**config.mk**
```make
export PLATFORM = sky130hd
export DESIGN_NAME = upscale_sched_gen
export DESIGN_NICKNAME = d
export VERILOG_FILES = /design/src/rtl/upscale_pkg.sv /design/src/rtl/kernel_raster_fetch.sv /design/src/rtl/upscale_sched_gen.sv
export SDC_FILE = /design/constraint.sdc
export NUM_CORES = 1
export LEC_CHECK = 0
export CORE_AREA = 2 2 90 92
export CTS_CLUSTER_SIZE = 30
export DETAILED_ROUTE_END_ITERATION = 7
export DIE_AREA = 0 0 92 94
export PLACE_DENSITY = 0.84
export SYNTH_ARGS = -nofsm -noshare
export SYNTH_HDL_FRONTEND = slang
export SYNTH_SLANG_ARGS = --single-unit
```
**constraint.sdc**
```tcl
create_clock -name clk_in -period 4.9 [get_ports clk_in]
set_clock_uncertainty 0.2 [all_clocks]
set_input_delay 0.98 -clock clk_in [delete_from_list [all_inputs] [get_ports clk_in]]
set_output_delay 0.98 -clock clk_in [all_outputs]
set_load 0.02 [all_outputs]
```
**src/rtl/upscale_pkg.sv**
```systemverilog
// -----------------------------------------------------------------------------
// upscale_pkg
// Shared types, widths and helpers for the upscale frame-timing scheduler.
//   fetch_state_t  : kernel fetch FSM states
//   HCOUNT_W       : raster x width
//   VCOUNT_W       : raster y width
//   is_fetch_line  : true on raster lines that start a KxK band fetch
// -----------------------------------------------------------------------------
package upscale_pkg;

   localparam int unsigned HCOUNT_W = 11;
   localparam int unsigned VCOUNT_W = 10;

   typedef enum logic [1:0] {
      IDLE,
      FETCH,
      DONE
   } fetch_state_t;

   // A band is fetched on the last raster line of the frame (band 0 for the next
   // frame) and on the last line of every group of S output lines, except for the
   // groups past the last source line.
   function automatic logic is_fetch_line(input logic [VCOUNT_W-1:0] vcount,
                                          input int unsigned         total_lines,
                                          input int unsigned         src_height,
                                          input int unsigned         scale_log2);
      int unsigned         s;
      logic [VCOUNT_W-1:0] mask;
      s    = 32'd1 << scale_log2;
      mask = VCOUNT_W'(s - 1);
      return (vcount == VCOUNT_W'(total_lines - 1)) ||
             ((32'(vcount) < (src_height - 1) * s) && ((vcount & mask) == mask));
   endfunction

endpackage

```
**src/rtl/kernel_raster_fetch.sv**
```systemverilog
// -----------------------------------------------------------------------------
// kernel_raster_fetch
// KxK column-raster fetch engine: walks (SRC_WIDTH+K-1) columns of K rows each,
// handing one address per beat to the filter under a valid/ready handshake.
// Optional build macro: UPSCALE_SCHED_CLAMP_EN replicates tile edges instead of
// reading the halo past them.
// Ports:
//   i_clk, i_rst_n        clock, async active-low reset
//   i_hzero               hcount == 0
//   i_fetch_line          current raster line starts a band fetch
//   i_line_last           hcount == TOTAL_PIXELS-1
//   i_ready               filter accepts the current beat
//   i_h_base, i_v_base    tile x origin, current band y origin
//   i_v_off               tile y origin of this frame
//   o_valid               beat valid
//   o_haddr, o_vaddr      beat address (0 while not fetching)
//   o_overrun_set         line wrapped with the fetch still running
// -----------------------------------------------------------------------------
module kernel_raster_fetch
   import upscale_pkg::*;
#(
   parameter int unsigned SRC_WIDTH  = 128,
   parameter int unsigned SRC_HEIGHT = 128,
   parameter int unsigned KERNEL     = 3
) (
   input  logic                i_clk,
   input  logic                i_rst_n,
   input  logic                i_hzero,
   input  logic                i_fetch_line,
   input  logic                i_line_last,
   input  logic                i_ready,
   input  logic [HCOUNT_W-1:0] i_h_base,
   input  logic [VCOUNT_W-1:0] i_v_base,
   input  logic [VCOUNT_W-1:0] i_v_off,
   output logic                o_valid,
   output logic [HCOUNT_W-1:0] o_haddr,
   output logic [VCOUNT_W-1:0] o_vaddr,
   output logic                o_overrun_set
);

   localparam int unsigned    NCOLS    = SRC_WIDTH + KERNEL - 1;
   localparam int unsigned    COL_W    = (NCOLS > 1) ? $clog2(NCOLS) : 1;
   localparam int unsigned    R_W      = (KERNEL > 1) ? $clog2(KERNEL) : 1;
   localparam logic [COL_W-1:0] COL_LAST = COL_W'(NCOLS - 1);
   localparam logic [R_W-1:0]   R_LAST   = R_W'(KERNEL - 1);
`ifdef UPSCALE_SCHED_CLAMP_EN
   localparam int HALF  = int'((KERNEL - 1) / 2);
   localparam int W_MAX = int'(SRC_WIDTH) - 1;
   localparam int H_MAX = int'(SRC_HEIGHT) - 1;
`endif

   fetch_state_t        r_state, w_state_d;
   logic [COL_W-1:0]    r_col, w_col_d;
   logic [R_W-1:0]      r_r, w_r_d;
   logic [VCOUNT_W-1:0] w_band;
   int                  w_col_idx;
   int                  w_row_idx;

   always_ff @(posedge i_clk or negedge i_rst_n) begin
      if (!i_rst_n) begin
         r_state <= IDLE;
         r_col   <= '0;
         r_r     <= '0;
      end else begin
         r_state <= w_state_d;
         r_col   <= w_col_d;
         r_r     <= w_r_d;
      end
   end

   always_comb begin
      w_state_d = r_state;
      w_col_d   = r_col;
      w_r_d     = r_r;
      unique case (r_state)
         IDLE: begin
         end
         FETCH: begin
            if (i_ready) begin
               if (r_r == R_LAST) begin
                  w_r_d = '0;
                  if (r_col == COL_LAST) begin
                     w_state_d = DONE;
                  end else begin
                     w_col_d = r_col + COL_W'(1);
                  end
               end else begin
                  w_r_d = r_r + R_W'(1);
               end
            end
         end
         DONE: begin
            if (i_line_last) begin
               w_state_d = IDLE;
            end
         end
         default: w_state_d = IDLE;
      endcase
      // Line start wins over the beat: a fetch still running at the wrap is
      // abandoned and restarted from column 0 with whatever band is current.
      if (i_hzero && (i_fetch_line || (r_state == FETCH))) begin
         w_state_d = FETCH;
         w_col_d   = '0;
         w_r_d     = '0;
      end
   end

   assign o_valid       = (r_state == FETCH);
   assign o_overrun_set = i_hzero && (r_state == FETCH);

   // Rows are indexed relative to the tile origin so clamping works on plain
   // integers; without clamping v_off + band + r equals v_base + r modulo 2^10.
   assign w_band = i_v_base - i_v_off;

   always_comb begin
      w_col_idx = int'(r_col);
      w_row_idx = int'(w_band) + int'(r_r);
`ifdef UPSCALE_SCHED_CLAMP_EN
      w_col_idx = w_col_idx - HALF;
      w_row_idx = w_row_idx - HALF;
      if (w_col_idx < 0) begin
         w_col_idx = 0;
      end else if (w_col_idx > W_MAX) begin
         w_col_idx = W_MAX;
      end
      if (w_row_idx < 0) begin
         w_row_idx = 0;
      end else if (w_row_idx > H_MAX) begin
         w_row_idx = H_MAX;
      end
`endif
   end

   assign o_haddr = o_valid ? (i_h_base + HCOUNT_W'(w_col_idx)) : '0;
   assign o_vaddr = o_valid ? (i_v_off + VCOUNT_W'(w_row_idx)) : '0;

endmodule

```
**src/rtl/upscale_sched_gen.sv**
```systemverilog
// -----------------------------------------------------------------------------
// upscale_sched_gen
// Frame-timing scheduler for the upscale path, driven by the raster counters.
// Produces a KxK column-raster fetch stream into the filter and a registered
// scaled read of the filtered line buffer. Scale S = 1<<SCALE_LOG2.
// Optional build macro: UPSCALE_SCHED_CLAMP_EN (edge-replicated fetch addresses).
// Ports:
//   clk_in, rst_n_in                     pixel clock, async active-low reset
//   h_offset_in, v_offset_in             tile origin, latched at frame start
//   hcount_in, vcount_in                 raster position
//   filt_ready_in                        filter accepts the fetch beat
//   hcount_filter_out, vcount_filter_out fetch address
//   valid_filter_out                     fetch beat valid
//   frame_rst_out                        1-cycle new-frame pulse
//   hcount_upscale_out                   filtered-buffer column
//   vcount_upscale_out                   output row
//   valid_upscale_out                    upscale read valid
//   overrun_out                          sticky fetch overrun, cleared per frame
// -----------------------------------------------------------------------------
module upscale_sched_gen
   import upscale_pkg::*;
#(
   parameter int unsigned TOTAL_PIXELS     = 1650,
   parameter int unsigned TOTAL_LINES      = 750,
   parameter int unsigned SRC_WIDTH        = 128,
   parameter int unsigned SRC_HEIGHT       = 128,
   parameter int unsigned SCALE_LOG2       = 2,
   parameter int unsigned KERNEL           = 3,
   parameter int unsigned START_UPSAMPLING = 1024
) (
   input  logic                clk_in,
   input  logic                rst_n_in,
   input  logic [HCOUNT_W-1:0] h_offset_in,
   input  logic [VCOUNT_W-1:0] v_offset_in,
   input  logic [HCOUNT_W-1:0] hcount_in,
   input  logic [VCOUNT_W-1:0] vcount_in,
   input  logic                filt_ready_in,
   output logic [HCOUNT_W-1:0] hcount_filter_out,
   output logic [VCOUNT_W-1:0] vcount_filter_out,
   output logic                valid_filter_out,
   output logic                frame_rst_out,
   output logic [HCOUNT_W-1:0] hcount_upscale_out,
   output logic [VCOUNT_W-1:0] vcount_upscale_out,
   output logic                valid_upscale_out,
   output logic                overrun_out
);

   localparam int unsigned WIN_LEN = SRC_WIDTH << SCALE_LOG2;

   if (START_UPSAMPLING + WIN_LEN > TOTAL_PIXELS) begin : g_chk_window
      $error("upscale read window runs past the end of the line");
   end
   if (SRC_HEIGHT * (32'd1 << SCALE_LOG2) > TOTAL_LINES) begin : g_chk_height
      $error("scaled tile height exceeds the frame");
   end
   if ((SCALE_LOG2 < 1) || (SCALE_LOG2 > 3)) begin : g_chk_scale
      $error("SCALE_LOG2 must be 1..3");
   end
   if ((KERNEL < 1) || (KERNEL > 7) || ((KERNEL % 2) == 0)) begin : g_chk_kernel
      $error("KERNEL must be odd and 1..7");
   end

   logic                w_fetch_line;
   logic                w_hzero;
   logic                w_frame_start;
   logic                w_line_last;
   logic                w_overrun_set;
   logic [HCOUNT_W:0]   w_win;
   logic                w_in_win;
   logic [HCOUNT_W-1:0] w_up_col;
   logic [VCOUNT_W-1:0] w_up_base;
   logic [VCOUNT_W-1:0] w_up_row;

   logic [HCOUNT_W-1:0] r_h_base;
   logic [VCOUNT_W-1:0] r_v_base;
   logic [VCOUNT_W-1:0] r_v_off;
   logic                r_frame_rst;
   logic                r_overrun;
   logic [HCOUNT_W-1:0] r_up_col;
   logic [VCOUNT_W-1:0] r_up_row;
   logic                r_up_valid;

   assign w_fetch_line  = is_fetch_line(vcount_in, TOTAL_LINES, SRC_HEIGHT, SCALE_LOG2);
   assign w_hzero       = (hcount_in == '0);
   assign w_frame_start = w_hzero && (vcount_in == VCOUNT_W'(TOTAL_LINES - 1));
   assign w_line_last   = (hcount_in == HCOUNT_W'(TOTAL_PIXELS - 1));

   // Window offset is one bit wider so hcount below the window start cannot
   // alias into range after the subtraction.
   assign w_win     = {1'b0, hcount_in} - (HCOUNT_W + 1)'(START_UPSAMPLING);
   assign w_in_win  = w_fetch_line && (hcount_in >= HCOUNT_W'(START_UPSAMPLING)) &&
                      (w_win < (HCOUNT_W + 1)'(WIN_LEN));
   assign w_up_col  = HCOUNT_W'(w_win >> SCALE_LOG2);
   assign w_up_base = (vcount_in == VCOUNT_W'(TOTAL_LINES - 1)) ? '0
                                                                 : vcount_in + VCOUNT_W'(1);
   assign w_up_row  = w_up_base + VCOUNT_W'(w_win[SCALE_LOG2-1:0]);

   always_ff @(posedge clk_in or negedge rst_n_in) begin
      if (!rst_n_in) begin
         r_h_base    <= '0;
         r_v_base    <= '0;
         r_v_off     <= '0;
         r_frame_rst <= 1'b0;
         r_overrun   <= 1'b0;
         r_up_col    <= '0;
         r_up_row    <= '0;
         r_up_valid  <= 1'b0;
      end else begin
         r_frame_rst <= w_frame_start;
         if (w_frame_start) begin
            r_h_base <= h_offset_in;
            r_v_base <= v_offset_in;
            r_v_off  <= v_offset_in;
         end else if (w_hzero && w_fetch_line) begin
            r_v_base <= r_v_base + VCOUNT_W'(1);
         end
         // An overrun detected on the frame-start wrap still gets reported.
         if (w_overrun_set) begin
            r_overrun <= 1'b1;
         end else if (w_frame_start) begin
            r_overrun <= 1'b0;
         end
         r_up_valid <= w_in_win;
         if (w_in_win) begin
            r_up_col <= w_up_col;
            r_up_row <= w_up_row;
         end
      end
   end

   kernel_raster_fetch #(
      .SRC_WIDTH  (SRC_WIDTH),
      .SRC_HEIGHT (SRC_HEIGHT),
      .KERNEL     (KERNEL)
   ) u_fetch (
      .i_clk         (clk_in),
      .i_rst_n       (rst_n_in),
      .i_hzero       (w_hzero),
      .i_fetch_line  (w_fetch_line),
      .i_line_last   (w_line_last),
      .i_ready       (filt_ready_in),
      .i_h_base      (r_h_base),
      .i_v_base      (r_v_base),
      .i_v_off       (r_v_off),
      .o_valid       (valid_filter_out),
      .o_haddr       (hcount_filter_out),
      .o_vaddr       (vcount_filter_out),
      .o_overrun_set (w_overrun_set)
   );

   assign frame_rst_out      = r_frame_rst;
   assign overrun_out        = r_overrun;
   assign hcount_upscale_out = r_up_col;
   assign vcount_upscale_out = r_up_row;
   assign valid_upscale_out  = r_up_valid;

endmodule
```
==> results of run 1 <==
report_power, final:
part | internal, mW | total, mW | leakage (nW) | switching, mW
Clock | 0.150 | 0.293 | 0.0513 | 0.143
Combinational | 0.128 | 0.245 | 1.51 | 0.118
Sequential | 0.488 | 0.508 | 0.716 | 0.0198
Total | 0.766 | 1.05 | 2.28 | 0.280
per-stage QoR:
| stage | hold WS (ns) | power [mW] |
|---|---|---|
| 2_1_floorplan | 0.287 | 0.626 |
| 3_5_place_dp | 0.279 | 0.763 |
| 3_3_place_gp | 0.269 | 0.759 |
| 6_report | 0.296 | 1.05 |
| 4_1_cts | 0.301 | 1.06 |
| 5_1_grt | 0.318 | 1.10 |
cells in the mapped netlist, types with 4 or more instances:
cell type  number
clkbuf_1        8
mux2_1          7
nor2_1         34
nand4_1         6
o21a_1          6
nor3b_1         4
ha_1           39
and3_1          7
nand3_1        17
mux2_2         16
nor3_1         12
dfrtp_1        55
a21oi_1        29
nor2b_1         7
inv_1          32
buf_4           4
a21o_1          7
mux2i_1         8
o22ai_1         4
o21ai_0        23
nand2_1        27
xnor2_1        13
nand2b_1        6
or3_1           6
xor2_1          5
worst max-delay path by stage:
stage / from / slack [ns] / to / depth (start not counted)
floorplan: r_v_base[2] / 1.22 / vcount_filter_out[8] / 9
global placement: vcount_in[0] / 0.80 / vcount_upscale_out[4] / 11
detailed placement: vcount_in[0] / 0.66 / vcount_upscale_out[4] / 11
CTS: r_v_base[1] / 0.36 / vcount_filter_out[9] / 12
global route: r_v_base[1] / 0.10 / vcount_filter_out[9] / 12
finish: r_v_base[1] / 0.36 / vcount_filter_out[9] / 12
registers in the layout (all words and copies together) (netlist names):
register / flops
overrun_out: 1
valid_upscale_out: 1
frame_rst_out: 1
u_fetch.r_r: 2
hcount_upscale_out: 9
u_fetch.r_state: 2
u_fetch.r_col: 8
r_h_base: 11
vcount_upscale_out: 10
r_v_base: 10
layer usage:
metal  wire length, µm  track usage (%)  vias up
met3               513             3.85        9
li1                  -                -     1747
met5                 0                0        -
met1              4210             28.7     1709
met2              4940             41.2      105
met4                88             5.97        0
worst reg2reg max path: cells and delay by family (launching register included):
kind / cells / cell delay (ns)
AO/OA/AOI/OAI: 2 / 0.52
AND/OR/NAND/NOR: 3 / 0.92
buffers and inverters: 1 / 0.30
flip-flops: 1 / 0.39
logic make-up (layout without fill, tap and decap cells):
group / count (synthesis) / count (layout) / synth area share (%)
buffers and inverters: 51 / 134 / 5.69
other: 1 / 1 / 0.0917
AND/OR/NAND/NOR: 148 / 148 / 19.4
XOR/XNOR: 18 / 18 / 3.85
multiplexers: 31 / 31 / 8.29
AO/OA/AOI/OAI: 99 / 99 / 15.7
flip-flops: 55 / 55 / 33.6
adder cells (fa/ha/maj): 42 / 42 / 13.4
final cells by class:
| class | instances | share of cell area (%) |
|---|---|---|
| clock inverter | 1 | 0.584 |
| multi-input combinational | 339 | 48.3 |
| timing repair buffer | 95 | 18.1 |
| sequential | 55 | 26.8 |
| inverter | 32 | 2.34 |
| clock buffer | 6 | 1.41 |
| tap | 102 | 2.48 |
==> metrics.md, run 1 <==
| Metric | Value |
|---|---|
| Outcome | `finished clean` |
| Core ar. | `7610 µm²` |
| Syn avg cell area | `9.19 µm²` |
| Rows | `32` |
| Top Family by Delay on Critical Path | `adder cells` |
| Cells after Synth | `445` |
| Maximum operating frequency | `220 MHz` |
| Die X | `92 µm` |
| Vias | `3,570` |
| Design area | `5140 µm²` |
| Clock Latency Late Sink | `0.31 ns` |
| Multi-input logic area | `2480 µm²` |
| Hold-fix buffers, CTS | `0` |
| Fin cells | `630` |
| Top_reg_cell synth | `dfrtp_1` |
| Maximum VDD drop | `0.146 mV` |
| Syn-to-layout area delta | `25.6%` |
| Sink Count | `55` |
| Synth area leaders | `dfrtp_1 34%, ha_1 12%, mux2_2 4.4%` |
| Antenna Cells | `0` |
| Crit path DAT | `3.36 ns` |
| Maxcap violations | `0` |
| Vias in the first global route | `3,520` |
| Hold Path Sink | `hcount_upscale_out[4]` |
| Power Dens Cells | `204 nW/µm²` |
| RSZ-0062 raised after global routing | `no` |
| Max Slew Vio Count | `0` |
| Root Buffer | `clkbuf_8` |
| First-pass GRT wire length | `16,100 µm` |
| Reg-to-reg endpoint | `u_fetch.r_col[4]` |
| Clock period minus final worst setup slack | `4.54 ns` |
| Setup Crit Path Kind | `reg -> out` |
| Global Route Usage Sum | `22.9%` |
| EDFF count, synth | `0` |
| Mapped Area | `4090 µm²` |
| Number of synthesized register bits | `55` |
| Final hold vios | `0` |
| Max Buffers Root-to-Sink | `2` |
| GPL Wtd Cong | `0.891` |
| Hold Path Origin | `hcount_upscale_out[4]` |
| Hold crit path type | `reg -> reg` |
| Crit path required time | `3.72 ns` |
| Seq/Total Area, Yosys | `33.6%` |
| I/O Pins | `91` |
| Least-Margin Pin Slew | `0.716 ns` |
| Final wirelength | `9750 µm` |
| LEAKAGE | `2.28 nW` |
| CP max stage delay | `0.61 ns` |
| Final core utilization | `67.6%` |
| Initial core utilization | `53.8%` |
| Gr ovfl total | `0` |
| CTS resizes | `0` |
| Final HPWL DP | `7450 µm` |
| FF-to-FF Start | `u_fetch.r_state[1]` |
| Port Buf Inserts | `89` |
| Pre-CTS WS | `0.661 ns` |
| Final Setup Violations | `0` |
| Worst hold path stage count | `1` |
| Commonest non-fill, non-tap cell in the layout | `clkdlybuf4s50_1` |
| CTS buffer count | `5` |
| H-tree level count | `2` |
| Placed inst area | `5040 µm²` |
| Slew margin rel. | `52.2%` |
| Initial antenna violation count | `0` |
| Post-route ant nets | `0` |
| DRC errors left | `0` |
| Post-CTS Setup Inserts | `0` |
| Top cell type's share of synthesized area | `33.6%` |
| Critical path buffers and inverters | `3` |
| Largest net degree at the start of global routing | `56` |
| Yosys warnings | `0` |
| Cell total after placement | `623` |
| CP Max Fanout | `5` |
| Initial DRC count | `175` |
| Synth unique cells | `64` |
| Reg area | `1380 µm²` |
| Setup crit end kind | `primary output` |
| Wire per inst | `15.5 µm` |
| Setup TNS | `0 ns` |
| Fraction of registers with async set/reset | `100%` |
| Crit start category | `flip-flop` |
| Syn Nets | `532` |
| Critical path's slowest cell | `clkdlybuf4s50_1` |
| Layout cell share with drive strength beyond 1 | `7.39%` |
| Tcrit/Tclk final | `92.6%` |
| Setup ws final | `0.361 ns` |
| Clock slew at reported path FFs | `0.10 ns` |
| Net count of the finished layout | `615` |
| Leading area contributor after synthesis | `dfrtp_1` |
| Die Span Y | `94 µm` |
| CTS tree | `built` |
| Filler cells | `591` |
| Crit-path cells | `ha_1 > inv_1 > ha_1 > inv_1 > fa_1 > nor2b_1 > o21ai_0 > a21oi_1 > o21ai_0 > a21oi_1 > mux2i_1 > clkdlybuf4s50_1` |
| FF-to-FF path depth | `6` |
| DIE AREA | `8650 µm²` |
| FF-to-FF setup slack | `2.49 ns` |
| Commonest non-fill, non-tap cells in the layout | `88 x clkdlybuf4s50_1, 55 x dfrtp_1, 39 x ha_1` |
| Drt first pass iters | `4` |
| Via density | `5.67` |
No activity file was read; power rests on OpenSTA's default activity.
==> run 2, diff against run 1 <==
--- a/config.mk
+++ b/config.mk
@@ -9,7 +9,7 @@
 export CTS_CLUSTER_SIZE = 30
 export DETAILED_ROUTE_END_ITERATION = 7
 export DIE_AREA = 0 0 92 94
-export PLACE_DENSITY = 0.84
+export PLACE_DENSITY = 0.94
 export SYNTH_ARGS = -nofsm -noshare
 export SYNTH_HDL_FRONTEND = slang
 export SYNTH_SLANG_ARGS = --single-unit
==> run 2 against run 1 <==
  * Utilization is 0.38 points lower
  * Global-route usage is 0.66 points higher
  * Sequential power hardly changed
  * Count of clock-buffer cells in the layout is 1 higher
  * Power is 4.3% lower
  * Die area stayed put
  * Non-clock buffer count is 1 lower
  * Via count is 2.7% higher
  * Flip-flop and latch count stayed put
  * Clock power is 16% lower
  * Largest cell class unchanged
  * Highest routed layer unchanged
==> metrics.md, run 2 (same netlist as run 1, synthesis figures left out) <==
| Metric | Value |
|---|---|
| Antenna Cells | `0` |
| FF-to-FF setup slack | `2.56 ns` |
| Final HPWL DP | `7680 µm` |
| CTS resizes | `0` |
| First-pass GRT wire length | `16,500 µm` |
| Clock period minus final worst setup slack | `4.56 ns` |
| Clock Latency Late Sink | `0.31 ns` |
| Net count of the finished layout | `614` |
| Slew margin rel. | `54.5%` |
| Cell total after placement | `622` |
| Top reg by flops | `r_h_base` |
| Crit path required time | `3.72 ns` |
| Final core utilization | `67.2%` |
| FF-to-FF Start | `u_fetch.r_col[1]` |
| CTS tree | `built` |
| Rows | `32` |
| H-tree level count | `2` |
| Multi-input logic area | `2480 µm²` |
| RSZ-0062 raised after global routing | `no` |
| Drt first pass iters | `5` |
| Fin cells | `630` |
| Max Slew Vio Count | `0` |
| Max Buffers Root-to-Sink | `2` |
| Outcome | `finished clean` |
| Least-Margin Pin Slew | `0.682 ns` |
| Reg-to-reg endpoint | `u_fetch.r_col[6]` |
| Hold crit path type | `in -> async` |
| Filler cells | `595` |
| Die X | `92 µm` |
| Root Buffer | `clkbuf_8` |
| Critical path buffers and inverters | `3` |
| Maxcap violations | `0` |
| Commonest non-fill, non-tap cells in the layout | `88 x clkdlybuf4s50_1, 55 x dfrtp_1, 39 x ha_1` |
| CTS buffer count | `5` |
| Port Buf Inserts | `89` |
| Hold-fix buffers, CTS | `0` |
| Final Setup Violations | `0` |
| Pre-CTS WS | `0.665 ns` |
| Vias in the first global route | `3,601` |
| Top Family by Delay on Critical Path | `adder cells` |
| Crit start category | `flip-flop` |
| LEAKAGE | `2.26 nW` |
| CP max stage delay | `0.62 ns` |
| Wire per inst | `15.8 µm` |
| Crit path DAT | `3.38 ns` |
| Die Span Y | `94 µm` |
| Setup crit end kind | `primary output` |
| Power Dens Cells | `196 nW/µm²` |
| Initial core utilization | `53.8%` |
| Largest net degree at the start of global routing | `53` |
| Gr ovfl total | `0` |
| Max FFs per register | `11` |
| Final hold vios | `0` |
| Maximum operating frequency | `219 MHz` |
| Setup Crit Path Kind | `reg -> out` |
| Core ar. | `7610 µm²` |
| GPL Wtd Cong | `0.896` |
| DIE AREA | `8650 µm²` |
| Crit-path cells | `ha_1 > inv_1 > ha_1 > inv_1 > fa_1 > nor2b_1 > o21ai_0 > a21oi_1 > o21ai_0 > a21oi_1 > mux2i_1 > clkdlybuf4s50_1` |
| Sink Count | `55` |
| Initial DRC count | `151` |
| FF-to-FF path depth | `8` |
| Tcrit/Tclk final | `93.1%` |
| Layout cell share with drive strength beyond 1 | `7.20%` |
| CP Max Fanout | `5` |
| Setup ws final | `0.340 ns` |
| Global Route Usage Sum | `23.6%` |
| Initial antenna violation count | `0` |
| Commonest non-fill, non-tap cell in the layout | `clkdlybuf4s50_1` |
| Maximum VDD drop | `0.147 mV` |
| Critical path's slowest cell | `clkdlybuf4s50_1` |
| Vias | `3,667` |
| Final wirelength | `9930 µm` |
| Setup TNS | `0 ns` |
| Post-route ant nets | `0` |
| Via density | `5.82` |
| Post-CTS Setup Inserts | `0` |
| Clock slew at reported path FFs | `0.10 ns` |
| DRC errors left | `0` |
| Reg area | `1380 µm²` |
| I/O Pins | `91` |
| Syn-to-layout area delta | `24.9%` |
-- run 2: cell count changes in the layout (fill, tap and decap cells not counted) --
cell / delta
bufinv_16: -1
buf_4: -1
clkinv_2: +1
clkbuf_1: +1
-- run 2: per-layer routing --
layer | part of all wire, % | wire (µm) | GRT usage [%] | vias to the layer above
met1 | 41 | 4120 | 28.7 | 1784
li1 | - | - | - | 1746
met2 | 51 | 5070 | 42.2 | 114
met4 | 2.0 | 199 | 6.97 | 0
met3 | 5.5 | 545 | 4.98 | 23
met5 | 0 | 0 | 0 | -
-- run 2: metrics by stage --
stage               power [mW]  hold slack, ns  instance area, µm²
detailed placement       0.764           0.279                5030
global route              1.04           0.239                5110
finish                    1.00           0.242                5110
CTS                       1.01           0.240                5110
global placement         0.757           0.271                5030
floorplan                0.626           0.287                4090
-- run 2: layout make-up --
class | count | share of cell area (%)
timing repair buffer | 94 | 18.1
tap | 102 | 2.50
clock buffer | 7 | 1.49
inverter | 32 | 2.35
sequential | 55 | 26.9
clock inverter | 1 | 0.0979
multi-input combinational | 339 | 48.6
-- run 2: how the worst max path moves through the flow --
| stage | start | end | slack, ns | cells after the start |
|---|---|---|---|---|
| after floorplan | r_v_base[2] | vcount_filter_out[8] | 1.22 | 9 |
| after global placement | vcount_in[0] | vcount_upscale_out[4] | 0.78 | 11 |
| after detailed placement | vcount_in[0] | vcount_upscale_out[4] | 0.66 | 11 |
| after CTS | r_v_base[1] | vcount_filter_out[9] | 0.35 | 12 |
| after global routing | r_v_base[1] | vcount_filter_out[9] | 0.04 | 12 |
| final | r_v_base[1] | vcount_filter_out[9] | 0.34 | 12 |
-- run 2: power breakdown --
group / total, mW / internal (mW) / switching, mW / leakage (nW)
registers: 0.508 / 0.488 / 0.0201 / 0.716
logic: 0.246 / 0.128 / 0.119 / 1.50
clock network: 0.247 / 0.101 / 0.146 / 0.0422
total: 1.00 / 0.717 / 0.285 / 2.26
-- run 2: worst register-to-register path, delay by kind of cell, from the launching register on --
family	cells	cell delay [ns]
buf+inv	1	0.12
fa+ha+maj	1	0.18
flops	1	0.46
compound gates	1	0.41
xor+xnor	1	0.15
simple gates	4	0.67
